### src/rtl/trap_ctrl.sv
// Trap sequencer and single-port CSR write arbiter for the machine-mode CSR file.
// Traps and mret take the write port for a fixed mepc/mcause/mstatus sequence,
// then flush and redirect. Idle cycles pass pipeline CSR writes straight through.
module trap_ctrl #(
    parameter int unsigned SYNC_STAGES = 2
) (
    input  logic        clk,
    input  logic        rst_n,
    input  logic        irq_ext_i,
    input  logic        irq_timer_i,
    input  logic        irq_soft_i,
    input  logic [31:0] mstatus_i,
    input  logic [31:0] mie_i,
    input  logic [31:0] mtvec_i,
    input  logic [31:0] mepc_i,
    input  logic        instr_valid_i,
    input  logic [31:0] pc_i,
    input  logic        is_mret_i,
    input  logic        pipe_csr_wr_req_i,
    input  logic [11:0] pipe_csr_addr_i,
    input  logic [31:0] pipe_csr_wdata_i,
    output logic        pipe_csr_ready_o,
    output logic        csr_wr_req_o,
    output logic [11:0] csr_addr_o,
    output logic [31:0] csr_wdata_o,
    output logic [31:0] mip_o,
    output logic        pipe_stall_o,
    output logic        flush_o,
    output logic        redirect_o,
    output logic [31:0] redirect_pc_o,
    output logic        busy_o
);

    // Fewer than two synchroniser flops is never safe; clamp instead of failing.
    localparam int unsigned SYNC_N   = (SYNC_STAGES < 2) ? 2 : SYNC_STAGES;
    localparam int unsigned XLEN     = 32;
    localparam int unsigned CODE_W   = 5;
    localparam int unsigned STATE_W  = 3;

    localparam logic [11:0] ADDR_MSTATUS = 12'h300;
    localparam logic [11:0] ADDR_MEPC    = 12'h341;
    localparam logic [11:0] ADDR_MCAUSE  = 12'h342;

    localparam logic [CODE_W-1:0] CODE_SOFT  = 5'd3;
    localparam logic [CODE_W-1:0] CODE_TIMER = 5'd7;
    localparam logic [CODE_W-1:0] CODE_EXT   = 5'd11;

    localparam logic [STATE_W-1:0] S_IDLE        = 3'd0;
    localparam logic [STATE_W-1:0] S_SAVE_EPC    = 3'd1;
    localparam logic [STATE_W-1:0] S_SAVE_CAUSE  = 3'd2;
    localparam logic [STATE_W-1:0] S_SAVE_STATUS = 3'd3;
    localparam logic [STATE_W-1:0] S_REDIRECT    = 3'd4;
    localparam logic [STATE_W-1:0] S_MRET_STATUS = 3'd5;

    logic [STATE_W-1:0] state_q;
    logic [STATE_W-1:0] state_d;

    logic [SYNC_N-1:0]  ext_sync_q;
    logic               ext_synced;

    logic [XLEN-1:0]    cap_pc_q;
    logic [CODE_W-1:0]  cap_code_q;
    logic [XLEN-1:0]    cap_mstatus_q;
    logic [XLEN-1:0]    cap_mepc_q;
    logic               cap_mret_q;

    logic               ext_en;
    logic               soft_en;
    logic               timer_en;
    logic               irq_any;
    logic [CODE_W-1:0]  irq_code;
    logic               is_idle;
    logic               take_trap;
    logic               take_mret;

    logic [XLEN-1:0]    trap_mstatus;
    logic [XLEN-1:0]    mret_mstatus;
    logic [XLEN-1:0]    tvec_base;
    logic [XLEN-1:0]    tvec_target;

    logic               unused_bits;

    // Only the three architected interrupt enables are consulted.
    assign unused_bits = ^{mie_i[31:12], mie_i[10:8], mie_i[6:4], mie_i[2:0]};

    // External interrupt is asynchronous: shift it through the synchroniser chain.
    always_ff @(posedge clk or negedge rst_n) begin
        if (!rst_n) begin
            ext_sync_q <= '0;
        end else begin
            ext_sync_q <= {ext_sync_q[SYNC_N-2:0], irq_ext_i};
        end
    end

    assign ext_synced = ext_sync_q[SYNC_N-1];

    // Interrupt enable masking and fixed priority ext > soft > timer.
    always_comb begin
        ext_en   = ext_synced  & mie_i[11];
        soft_en  = irq_soft_i  & mie_i[3];
        timer_en = irq_timer_i & mie_i[7];
        irq_any  = ext_en | soft_en | timer_en;
        irq_code = '0;
        if (ext_en) begin
            irq_code = CODE_EXT;
        end else if (soft_en) begin
            irq_code = CODE_SOFT;
        end else if (timer_en) begin
            irq_code = CODE_TIMER;
        end
    end

    // Take decisions; held off while reset is asserted so every output stays quiet.
    assign is_idle   = (state_q == S_IDLE);
    assign take_trap = rst_n & is_idle & instr_valid_i & mstatus_i[3] & irq_any;
    assign take_mret = rst_n & is_idle & instr_valid_i & is_mret_i & ~take_trap;

    // Latch the faulting context on the detection cycle so later input changes are ignored.
    always_ff @(posedge clk or negedge rst_n) begin
        if (!rst_n) begin
            cap_pc_q      <= '0;
            cap_code_q    <= '0;
            cap_mstatus_q <= '0;
            cap_mepc_q    <= '0;
            cap_mret_q    <= 1'b0;
        end else if (take_trap || take_mret) begin
            cap_pc_q      <= pc_i;
            cap_code_q    <= take_trap ? irq_code : '0;
            cap_mstatus_q <= mstatus_i;
            cap_mepc_q    <= take_mret ? mepc_i : cap_mepc_q;
            cap_mret_q    <= take_mret;
        end
    end

    // New mstatus images for trap entry and mret, plus the trap vector target.
    always_comb begin
        trap_mstatus        = cap_mstatus_q;
        trap_mstatus[7]     = cap_mstatus_q[3];
        trap_mstatus[3]     = 1'b0;
        trap_mstatus[12:11] = 2'b11;

        mret_mstatus        = cap_mstatus_q;
        mret_mstatus[3]     = cap_mstatus_q[7];
        mret_mstatus[7]     = 1'b1;
        mret_mstatus[12:11] = 2'b11;

        tvec_base = {mtvec_i[31:2], 2'b00};
        if (mtvec_i[1:0] == 2'b01) begin
            tvec_target = tvec_base + (XLEN'(cap_code_q) << 2);
        end else begin
            tvec_target = tvec_base;
        end
    end

    // FSM state register.
    always_ff @(posedge clk or negedge rst_n) begin
        if (!rst_n) begin
            state_q <= S_IDLE;
        end else begin
            state_q <= state_d;
        end
    end

    // Next state and CSR port / pipeline control decode.
    always_comb begin
        state_d          = state_q;
        csr_wr_req_o     = 1'b0;
        csr_addr_o       = '0;
        csr_wdata_o      = '0;
        pipe_csr_ready_o = 1'b0;
        flush_o          = 1'b0;
        redirect_o       = 1'b0;
        redirect_pc_o    = '0;

        case (state_q)
            S_IDLE: begin
                if (take_trap) begin
                    state_d = S_SAVE_EPC;
                end else if (take_mret) begin
                    state_d = S_MRET_STATUS;
                end else if (rst_n) begin
                    csr_wr_req_o     = pipe_csr_wr_req_i;
                    csr_addr_o       = pipe_csr_addr_i;
                    csr_wdata_o      = pipe_csr_wdata_i;
                    pipe_csr_ready_o = 1'b1;
                end
            end
            S_SAVE_EPC: begin
                csr_wr_req_o = 1'b1;
                csr_addr_o   = ADDR_MEPC;
                csr_wdata_o  = {cap_pc_q[31:2], 2'b00};
                state_d      = S_SAVE_CAUSE;
            end
            S_SAVE_CAUSE: begin
                csr_wr_req_o = 1'b1;
                csr_addr_o   = ADDR_MCAUSE;
                csr_wdata_o  = {1'b1, 26'b0, cap_code_q};
                state_d      = S_SAVE_STATUS;
            end
            S_SAVE_STATUS: begin
                csr_wr_req_o = 1'b1;
                csr_addr_o   = ADDR_MSTATUS;
                csr_wdata_o  = trap_mstatus;
                state_d      = S_REDIRECT;
            end
            S_MRET_STATUS: begin
                csr_wr_req_o = 1'b1;
                csr_addr_o   = ADDR_MSTATUS;
                csr_wdata_o  = mret_mstatus;
                state_d      = S_REDIRECT;
            end
            S_REDIRECT: begin
                flush_o       = 1'b1;
                redirect_o    = 1'b1;
                redirect_pc_o = cap_mret_q ? cap_mepc_q : tvec_target;
                state_d       = S_IDLE;
            end
            default: begin
                state_d = S_IDLE;
            end
        endcase
    end

    // Pipeline hold covers the detection cycle as well as the whole sequence.
    assign busy_o       = ~is_idle;
    assign pipe_stall_o = take_trap | take_mret | ~is_idle;

    // Pending view: synced external, raw timer and software lines.
    assign mip_o = rst_n ? {20'b0, ext_synced, 3'b0, irq_timer_i, 3'b0, irq_soft_i, 3'b0}
                         : '0;

endmodule

### config.mk
export PLATFORM = sky130hd
export DESIGN_NAME = trap_ctrl
export DESIGN_NICKNAME = d
export VERILOG_FILES = /design/src/rtl/trap_ctrl.sv
export SDC_FILE = /design/constraint.sdc
export NUM_CORES = 1
export LEC_CHECK = 0
export ABC_AREA = 1
export BUFFER_PORTS_ARGS = -buffer_cell sky130_fd_sc_hd__buf_4
export CORE_AREA = 3 3 124 126
export CTS_CLUSTER_DIAMETER = 60
export CTS_CLUSTER_SIZE = 20
export DETAILED_ROUTE_END_ITERATION = 16
export DIE_AREA = 0 0 127 129
export GPL_ROUTABILITY_DRIVEN = 0
export GPL_TIMING_DRIVEN = 1
export PLACE_DENSITY = 0.8
export SLEW_MARGIN = 20
export SYNTH_ARGS = -nofsm -noshare
export SYNTH_HDL_FRONTEND = slang
export SYNTH_SLANG_ARGS = --single-unit
### constraint.sdc
create_clock -name clk -period 5.3 [get_ports clk]
set_clock_uncertainty 0.1 [all_clocks]
set_input_delay 0.265 -clock clk [delete_from_list [all_inputs] [get_ports clk]]
set_output_delay 0.265 -clock clk [all_outputs]
set_load 0.005 [all_outputs]
* Word level (Yosys, flattened, before mapping)
Index checks and enable logic that the tools add are counted.
** Cells by class
- Equality and inequality tests :: 7
- Reduce and logical (&&, ||, !) cells :: 5
- Bitwise logic cells :: 15
- Add/sub/neg operators :: 1
- Multiplexer cells :: 28
** Operators by type and width (count)
- $mux 32 :: 6
- $pmux 32 s5 :: 1
- $mux 12 :: 4
- $pmux 12 s4 :: 1
- $add 32x7->32 :: 1
- $mux 3 :: 4
- $pmux 3 s4 :: 1
- $and 1x1->1 :: 9
- $mux 1 :: 8
- $eq 3x2->1 const B :: 2
- $eq 3x3->1 const B :: 2
- $mux 5 :: 1
- $mux 4 :: 1
- $or 1x1->1 :: 4
- $reduce_or 4->1 :: 1
- $eq 3x1->1 const B :: 1
- $logic_not 3->1 :: 1
- $ne 3x1->1 const B :: 1
- $eq 2x1->1 const B :: 1
- $not 1->1 :: 2
- $pmux 1 s2 :: 1
- $reduce_and 2->1 :: 1
- $reduce_or 2->1 :: 1
- $logic_or 1x1->1 :: 1
** Word-level totals
- Output and inout port bits :: 114
- Bits in registers :: 107
- Word-level logic and storage cells :: 63
- Bits of input ports :: 212

* Logic depth before layout (Yosys ltp)
Gate-level depths: netlist of the first run.
- Depth in word-level cells :: 10
- Mapped depth :: 12
- Depth with buffers taken out :: 12

* Worst setup path before layout of the first run
Ideal clock, no wire load.
- Path kind :: register -> output
- From :: register cap_code_q[1]
- To :: output port redirect_pc_o[28]
- Cell stages (with the launch flop) :: 12
- Arrival time :: 1.881 ns
- Buffers on the path :: 0
- Data required time :: 4.935 ns
- Setup slack :: 3.054 ns
- Path through :: dfrtp_1 > ha_1 > inv_1 > fa_1 > o21ai_0 > nand2_1 > nor2_1 > nand3_1 > nand2_1 > nand2_1 > o21ai_0 > inv_1
** Between the ends
- Cells in the longest elaborated chain, start to end :: 4
** Ends and longest elaborated chain
- start: declaration :: line 62 : logic [CODE_W-1:0] cap_code_q;
- start signal: assignment :: line 128 : cap_code_q <= take_trap ? irq_code : '0;
- $add 32x7->32 :: line 149 : tvec_target = tvec_base + (XLEN'(cap_code_q) << 2);
- $mux 32 :: line 148 : if (mtvec_i[1:0] == 2'b01) begin
- $mux 32 :: line 215 : redirect_pc_o = cap_mret_q ? cap_mepc_q : tvec_target;
- $mux 32 :: line 175 : case (state_q)
- end: declaration :: line 30 : output logic [31:0] redirect_pc_o,
Every way passes these cells.

* Worst setup path after layout of the first run
- From :: register state_q[0]
- To :: output port csr_addr_o[6]
** Between the ends
- Cells in the longest elaborated chain, start to end :: 10
- Elaborated cells between the ends (all ways) :: 16
- Those cells by class :: eq/ne: 4; mux: 3; bitwise: 7; reduce/logical: 2
** Ends and longest elaborated chain
- start: declaration :: line 55 : logic [STATE_W-1:0] state_q;
- start signal: assignment :: line 160 : state_q <= state_d;
- $logic_not 3->1 :: line 114, 175
- $and 1x1->1 (2 in series) :: line 115, 116
- $and 1x1->1 (2 in series) :: line 115 : assign take_trap = rst_n & is_idle & instr_valid_i & mstatus_i[3] & irq_any;
- $not 1->1 :: line 116 : assign take_mret = rst_n & is_idle & instr_valid_i & is_mret_i & ~take_trap;
- $and 1x1->1 :: line 116
- $mux 12 :: line 179 : end else if (take_mret) begin
- $mux 12 :: line 177 : if (take_trap) begin
- $pmux 12 s4 * :: line 175
- end: declaration :: line 24 : output logic [11:0] csr_addr_o,
Every way passes the cells marked *; elsewhere a longest branch is shown, timed or not.

==> results of run 1 <==
## worst max-delay path: stages (launching register included)
cell     delay (ns)
dfrtp_1        0.44
nor2_2         0.17
nand2_4        0.10
nor3_4         0.19
nand3_2        0.14
nand2_2        0.26
buf_4          0.51
inv_2          0.52
nand4_1        0.21
nand3_1        0.08
buf_4          0.14
## worst min-delay path by stage
stage / endpoint / start / slack (ns)
floorplan: cap_code_q[1] / rst_n / -0.13
global placement: ext_sync_q[1] / ext_sync_q[0] / 0.24
detailed placement: ext_sync_q[1] / ext_sync_q[0] / 0.25
CTS: cap_pc_q[8] / pc_i[8] / 0.0002
global route: cap_mstatus_q[8] / mstatus_i[8] / 0.00004
finish: cap_mepc_q[26] / rst_n / 0.01
## metrics by stage
stage,power [mW],util (%),cell area (sq um)
after floorplan,2.30,-,6450
after global placement,3.02,57.3,8270
after detailed placement,3.07,57.3,8270
after CTS,3.73,59.7,8610
after global routing,4.02,59.8,8620
final,3.70,59.8,8620
## layout make-up
| cell class | count | area, sq um |
|---|---|---|
| tap | 184 | 230 |
| inverter | 92 | 348 |
| clock inverter | 5 | 45.0 |
| sequential | 101 | 2530 |
| clock buffer | 10 | 239 |
| timing repair buffer | 276 | 2090 |
| fill | 1377 | 5800 |
| multi-input combinational | 718 | 3140 |
## layer usage
| metal | vias to the layer above | GRT usage (%) | routed length [um] |
|---|---|---|---|
| li1 | 3382 | - | - |
| met1 | 3054 | 27.9 | 7530 |
| met2 | 309 | 40.2 | 9530 |
| met3 | 29 | 8.68 | 2130 |
| met4 | 0 | 6.18 | 393 |
| met5 | - | 0 | 0 |
## synth_stat cells (all sizes together)
| master | number |
|---|---|
| a221oi | 1 |
| or2 | 4 |
| inv | 89 |
| buf | 50 |
| nand3b | 1 |
| o32ai | 1 |
| o21ai | 34 |
| nor2 | 75 |
| nor3 | 9 |
| xor2 | 2 |
| nand4 | 8 |
| conb | 1 |
| dfrtp | 101 |
| nand3 | 33 |
| a22oi | 24 |
| o22ai | 3 |
| a21oi | 24 |
| and2 | 1 |
| xnor2 | 2 |
| clkbuf | 16 |
| o211ai | 8 |
| clkinv | 3 |
| fa | 1 |
| nand2 | 454 |
| ha | 4 |
## power groups by stage
stage / logic, mW / clock network, mW / registers [mW]
global route: 1.96 / 0.690 / 1.37
finish: 1.73 / 0.639 / 1.33
global placement: 1.70 / 0 / 1.32
floorplan: 1.03 / 0 / 1.27
detailed placement: 1.74 / 0 / 1.34
CTS: 1.75 / 0.658 / 1.33
## sequential cells by signal, indices dropped and copies added (netlist names)
name and cells:
cap_mepc_q 32, cap_mstatus_q 30, cap_pc_q 30, cap_code_q 3
state_q 3, ext_sync_q 2, cap_mret_q 1
## kinds of logic after synthesis
| kind of cell | after synthesis |
|---|---|
| simple gates | 585 |
| buf+inv | 158 |
| xor+xnor | 4 |
| compound gates | 95 |
| other cells | 1 |
| flops | 101 |
| fa+ha+maj | 5 |
## timing repair
action,CTS,global route
resized for setup,0,0
endpoints found under the hold margin,6,1
hold buffers,6,1
==> metrics list, run 1 <==
* Antenna Nets Post-Route: 0
* Post-synthesis cell type with the largest combined area: dfrtp_1
* Final period util: 66.1%
* Post-synth top area share: 39.9%
- Mux contribution to synthesized area: 0%
- Crit path kind: register to primary output
* Switching power as a share of total power: 40.0%
- After Yosys synthesis, full adders, half adders and majority gates account for 1.10% of the synthesized area.
- Chip width: between 100 and 150 um
- Counting flops and latches in the post-synthesis netlist gives 101.
* Share of total power in sequential cells: 36.0%
- Maximum buffer depth of the clock tree: 2
- STA classifies the critical path endpoint as a primary output.
* Class of the tightest hold or removal check: primary input to async pin
- Cell Count, Final, Fillers Out: 1386
- Maximum vdd ir drop: approximately 0.35 mV
- The via count of the first global-routing pass is between 6000 and 7000.
- The synthesized netlist contains 36 unique library cells.
* Dominant combinational cell family by area after synthesis: simple AND/OR/NAND/NOR gates
- Clock tree synthesis inserted a total of 9 buffers.
- Using the TritonRoute via totals, the vias-per-cell ratio works out to 4.89.
- STA puts the critical path data required time at 4.93 ns.
- Once the clock tree was built, the setup fixing pass inserted 0 buffers.
- Prior to clock tree synthesis, the placed netlist has a worst setup slack of 2.16 ns.
- Timing would allow up to 0.286 GHz.
- Xor and xnor fraction of the mapped netlist area: less than 1%
- Post-layout nets: roughly 1400
- Pint: 2.22 mW
- Of the cells placed in the final design, the portion with a size suffix greater than 1 is a little over a quarter.
- Most frequent cells in the layout: nand2_1, buf_4, dfrtp_1
- Total power divided by cell area: between 400 and 500 nW/um^2
- Area grow syn2layout: 36.0%
- In this run the count of I/O pins placed on the die edge is 326.
* Final routed DRC violation total: 0
- The count of pins over their slew limit was 0.
* Leading cell type in the layout, fill and taps excluded: nand2_1
- Yosys printed 0 warnings.
- Summed over all layers, the global routing overflow is 0.
- Summing over every cut layer, the via total after detailed routing is 6774.
- Worst reg2reg setup slack: 2.46 ns
- Mapped cell area: between 6000 and 7000 sq um
- 0 antenna diodes ended up in the layout.
* Ranking of synthesized cells by area: dfrtp_1, nand2_1, inv_1
- Clock latency at the later pin of the worst-skew pair: 0.35 ns
- In this run, the clock network consumes 17.3% of the power.
* Vertical die dimension: roughly 130 um
- The worst pin sits at a relative slew slack of 36.8%.
- Post-synthesis compound-gate area fraction: under 10%
- Port buffering added 263 buffers.
- Post-synthesis cell count: between 900 and 1000
- Startpoint of the most critical setup path: state_q[0]
- TritonCTS built the clock tree.
- Total count of hold-check failures in the final report: 0
* Syn avg cell area: 6.68 sq um
- Once detailed placement completed, the half-perimeter wirelength came to 14700 um.
* First-iteration detailed-routing DRC count: 523
- The tree is rooted in a clkbuf_16.
- The tree built by TritonCTS fans out to roughly 100 sinks.
- After detailed routing, the total wire length is a little under 20000 um.
- Outcome: completed
- Setup violations remaining at the end of the flow were counted as 0.
- The number of antenna violations at the first check in global routing is 0.
* Global-route wire length before repair: 31000 um
- Starting utilization of the core area: 44.0%
* CP endpoint: csr_addr_o[6]
* Time the final worst path needs with I/O delays and setup: 3.50 ns
- The worst register-to-register path begins at state_q[0].
- For this run, the detailed router's first-pass iteration total came to 5.
- Cell count of the worst reg-to-reg path: 9
* Global routing usage summed across all routing layers: 23.4%
- The floorplan step defined a die boundary enclosing 16400 sq um.
- Least-Margin Pin Slew: 0.947 ns
* Worst path setup slack after routing: ~1.8 ns
- Routed length per placed instance: 14.1 um
- After clock tree synthesis, the clock-pin slew on the worst setup and hold paths is 0.08 ns.
- For this design the total switching power over the nets is around 1.5 mW.
* Setup_tns: 0 ns
* Total number of placement rows: 44
- For this design the static power due to leakage is 5.03 nW.
- Hold timing on the final database bottoms out at a slack of just over 0.01 ns.
* Combinational fraction of design power: 46.8%
- Summing the areas of all and, or, nand and nor instances in the mapped netlist gives 37.2% of the synthesized area.
* Largest net degree at the start of global routing: 59
- The endpoint identified for the worst register-to-register timing path is cap_pc_q[6].
- Setup repair after global routing left no endpoint under its margin.
- After floorplanning, the core was sized to cover 14400 sq um.
* # Max-Cap Violations: 0
- Worst-path fanout max: 58
- For this run, the register share of the synthesized area comes to approximately two fifths.
- Level count of the clock H-tree: 3
- DP Cell Count: between 1000 and 1500
- The worst setup path is launched from a register.
- For the worst setup path, the data arrival time is 3.14 ns.
No activity file was read; power rests on OpenSTA's default activity.
==> run 2: changes to the inputs <==
==> config.mk (replaced) <==
export PLATFORM = sky130hd
export DESIGN_NAME = trap_ctrl
export DESIGN_NICKNAME = d
export VERILOG_FILES = /design/src/rtl/trap_ctrl.sv
export SDC_FILE = /design/constraint.sdc
export NUM_CORES = 1
export LEC_CHECK = 0
export ABC_AREA = 0
export BUFFER_PORTS_ARGS = -buffer_cell sky130_fd_sc_hd__buf_4
export CORE_MARGIN = 3
export CORE_UTILIZATION = 41
export CTS_CLUSTER_DIAMETER = 60
export CTS_CLUSTER_SIZE = 20
export DETAILED_ROUTE_END_ITERATION = 16
export GPL_ROUTABILITY_DRIVEN = 0
export GPL_TIMING_DRIVEN = 1
export PLACE_DENSITY = 0.81
export SLEW_MARGIN = 20
export SYNTH_ARGS = -nofsm -noshare
export SYNTH_HDL_FRONTEND = slang
export SYNTH_SLANG_ARGS = --single-unit
==> constraint.sdc (replaced) <==
create_clock -name clk -period 2.9 [get_ports clk]
set_clock_uncertainty 0.1 [all_clocks]
set_input_delay 0.145 -clock clk [delete_from_list [all_inputs] [get_ports clk]]
set_output_delay 0.145 -clock clk [all_outputs]
set_load 0.005 [all_outputs]
==> metrics list, run 2 <==
- Combinational fraction of design power: 51.4% (+4.6 points)
- Kind of end point of the critical path: primary output
- Final setup violation count: 0 (unchanged)
* Final period util: 98.7%
- The number of rows in the core area came to 43 (-2.3%).
- Crit path kind: register to primary output
- Max reg flops: 32 (unchanged)
- The register area share after synthesis came to 42.6% (+2.7 points).
* Core area: 14000 sq um (-2.6%)
- Met2 Resource Use GR: 43.5% (+3.3 points)
- Synth Area in Simple Gates: 20.8% (-16 points)
* Worst reg2reg setup slack: 0.72 ns (-1.74 ns)
- Relative slew margins: 46.5% (+9.8 points)
- The count of clock tree sinks is 101 (unchanged).
* Final Routed Wirelength: 21400 um (+9.1%)
- Commonest cells in the netlist: nand2_1, dfrtp_1, a21oi_1, clkbuf_1, mux2_2
- The part of the total power dissipated in the clock network is 15.3% (-2.0 points).
* Post-synthesis compound-gate area fraction: 18.8% (+9.9 points)
- Summed over all instances, the cell type with the most area after synthesis is dfrtp_1.
- Delay-heaviest family, CP: simple AND/OR/NAND/NOR gates
* Post-synthesis cell count: 683 (-28%)
- The met3 capacity usage during global routing is 5.35% (-3.3 points).
* Starting utilization of the core area: 42.3% (-1.7 points)
- Final Cell Area: 9340 sq um (+8.3%)
- The post-synthesis average cell area is 8.69 sq um (+30%).
- Setup_tns: 0 ns (unchanged)
- Die outline area: 16000 sq um (-2.6%)
* Pint: 4.66 mW (+110%)
* Global-route wire length before repair: 33000 um (+6.5%)
- The all-layer global routing usage was 25.8% (+2.4 points).
- Final routed DRC violation total: 0 (unchanged)
* Post-synth top area share: 42.6% (+2.7 points)
* Ranking of synthesized cells by area: dfrtp_1, nand2_1, mux2_2
* Outcome: completed
- After layout, the minimum clock period comes to 2.86 ns.
- The adder and majority gate portion of the synthesized area came to 1.18% (+0.075 points).
- Mapped cell area: 5940 sq um (-6.4%)
* Total power divided by cell area: 814 nW/um^2 (+90%)
* CTS root buffer: clkbuf_16
- Cell repeated most along the worst path: buf_4
* Net switching component of the power: 2.94 mW (+99%)
- The standby leakage power came to 4.83 nW (-3.9%).
* CTS clock-pin slew for the worst setup and hold paths: 0.07 ns (about the same)
- Least-Margin Pin Slew: 0.802 ns (-0.145 ns)
- Leaving out fill and tap cells, the most frequent cell in the layout is buf_4.
- The async set or reset register ratio after synthesis was 100% (unchanged).
* Cell with the most instances after synthesis: nand2_1
* Share of total power in sequential cells: 33.2% (-2.8 points)
- The xor and xnor area share after synthesis came to 2.80% (+2.2 points).
- The biggest fanout along the worst timing path was 3 (-95%).
- The required arrival time at the worst endpoint was 2.65 ns (-2.28 ns).
* Maximum vdd ir drop: 0.471 mV (+36%)
* Largest registers ranked by flip-flop count: cap_mepc_q (32), cap_mstatus_q (30), cap_pc_q (30)
- The register with the most flip-flops in the final layout is cap_mepc_q.
* First-iteration detailed-routing DRC count: 453 (-13%)
- The number of buffers between clock root and the deepest sink came to 2 (unchanged).
- Count of input and output buffers: 263 (unchanged)
- The width of the chip came to 126 um (-0.52%).
- TritonCTS built the clock tree.
* Highest-utilization routing layer at the global route stage: met2
- Clock latency at the later pin of the worst-skew pair: 0.35 ns (about the same)
* Level count of the clock H-tree: 3 (unchanged)
- Length of the first detailed-routing pass in iterations: 5 (unchanged)
- Dominant combinational cell family by area after synthesis: simple AND/OR/NAND/NOR gates
* Global-route met1 utilization: 31.1% (+3.2 points)
- Mux contribution to synthesized area: 6.43% (+6.4 points)
- The total of warnings raised by yosys was 0 (unchanged).
- # Max-Cap Violations: 0 (unchanged)
- The number of enable-type register cells in the synthesized netlist was 0 (unchanged).
* Vertical die dimension: 126 um (-2.1%)
- The flip-flop and latch count after synthesis was 101 (unchanged).
- Worst-case setup slack after placement: 0.162 ns (-2.00 ns)
* Total clock buffers created by CTS: 9 (unchanged)
* Number of antenna violations at the first check in global routing: 1 (+1)
- Number of different library cells in the post-synthesis netlist: 55 (+53%)
- For this run, the leading register cell type out of synthesis is dfrtp_1.
* Pins Over Slew Limit: 0 (unchanged)
- Cell chain of the critical path: buf_4, ha_1, a211o_1, a21oi_1, or3_4, or4_4, a31oi_2, buf_4
* Residual overflow from global routing: 0 (unchanged)
- Maximum clock frequency: 0.349 GHz
- From synthesis to final layout, the design area changed by 57.3%.
- The hold slack came to 0.0645 ns (+0.0541 ns).
- Fraction of layout instances using a drive strength above 1: 34.3% (+8.2 points)
- Standard cell area after detailed placement: 8020 sq um (-3.1%)
- The via count of the first global-routing pass was 6486 (+0.86%).
- The share of the core filled with cells in the final layout came to 66.5% (+6.7 points).
* Routed vias: 6454 (-4.7%)
- The number of buffers and inverters on the critical path is 2 (-1).
* Most frequent cells in the layout: buf_4, nand2_1, dfrtp_1
- I/O pins: 326 (unchanged)
* Crit path launch type: register
* Routed length per placed instance: 17.6 um (+24%)
* Crit path max-delay cell type: or4_4
- The layout filler cell count is 1089 (-21%).
* Number of vias per cell after detailed routing: 5.30 (+8.5%)
- Class of the tightest hold or removal check: primary input to register
* Worst path setup slack after routing: 0.0384 ns (-1.76 ns)
- RSZ-0062 raised after global routing: true
* Largest stage delay on the critical path: 0.49 ns (-0.03 ns)
- Post-layout nets: 1249 (-12%)
- Switching power as a share of total power: 38.7% (-1.2 points)
- The HPWL after detailed placement came to 14200 um (-3.1%).
- Largest net degree at the start of global routing: 64 (+8.5%)
- Critical path arrival: 2.62 ns (-0.52 ns)
- The final number of hold-violating endpoints was 0 (unchanged).
- The number of nets with antenna violations after detailed routing came to 0 (unchanged).
## run 2: worst paths after layout
path / startpoint / endpoint / depth (start not counted)
max: cap_code_q[1] / redirect_pc_o[31] / 8
min in group asynchronous: rst_n / ext_sync_q[0] / 3
max reg2reg: ext_sync_q[1] / state_q[0] / 6
min reg2reg: ext_sync_q[0] / ext_sync_q[1] / 0
max in group asynchronous: rst_n / cap_pc_q[30] / 4
min: is_mret_i / cap_mstatus_q[3] / 3
## run 2: cells by family (layout without fill, tap and decap cells)
logic type	count (synthesis)	after routing
XOR/XNOR	19	19
AO/OA/AOI/OAI	163	163
adder cells (fa/ha/maj)	5	5
flip-flops	101	101
other	1	30
buffers and inverters	84	409
multiplexers	34	34
AND/OR/NAND/NOR	276	276
## run 2: area by class of cell
class	count	area (sq um)	area share, %
antenna	1	2.50	0.0268
clock buffer	9	225	2.41
clock inverter	6	55.1	0.589
inverter	14	56.3	0.603
multi-input combinational	526	3160	33.8
sequential	101	2530	27.1
tap	180	225	2.41
timing repair buffer	380	3090	33.1
## run 2: per-layer routing
metal,vias up,wire [um],share of wire [%]
li1,2988,-,-
met1,3097,8260,39
met2,284,10700,50
met3,85,1270,5.9
met4,0,1120,5.3
met5,-,0,0
## run 2: stage by stage
step           cells  total power, mW
2_1_floorplan    711             4.48
3_3_place_gp    1103             6.05
3_5_place_dp    1103             6.18
4_1_cts         1215             7.50
5_1_grt         1217             8.14
6_report        1217             7.60
## run 2: worst reg2reg max path, cell delays in order, from the launching register on
cell and delay, ns:
dfrtp_1 0.41, a22o_1 0.28, o2111a_1 0.32, nor2_4 0.10, buf_4 0.52, nand2_1 0.16
and2_1 0.19
## run 2: timing repair
item	in CTS	in global routing
pin swaps	4	2
setup endpoints to repair	4	49
setup buffers	2	1
resized for setup	4	9
gates cloned	0	0
hold endpoints to repair	133	0
hold buffers	95	0
## run 2: power groups by stage
| stage | Sequential (mW) | Combinational, mW | Clock (mW) |
|---|---|---|---|
| after floorplan | 2.41 | 2.07 | 0 |
| after global placement | 2.48 | 3.58 | 0 |
| after detailed placement | 2.52 | 3.66 | 0 |
| after CTS | 2.50 | 3.82 | 1.19 |
| after global routing | 2.61 | 4.29 | 1.25 |
| final | 2.53 | 3.91 | 1.17 |
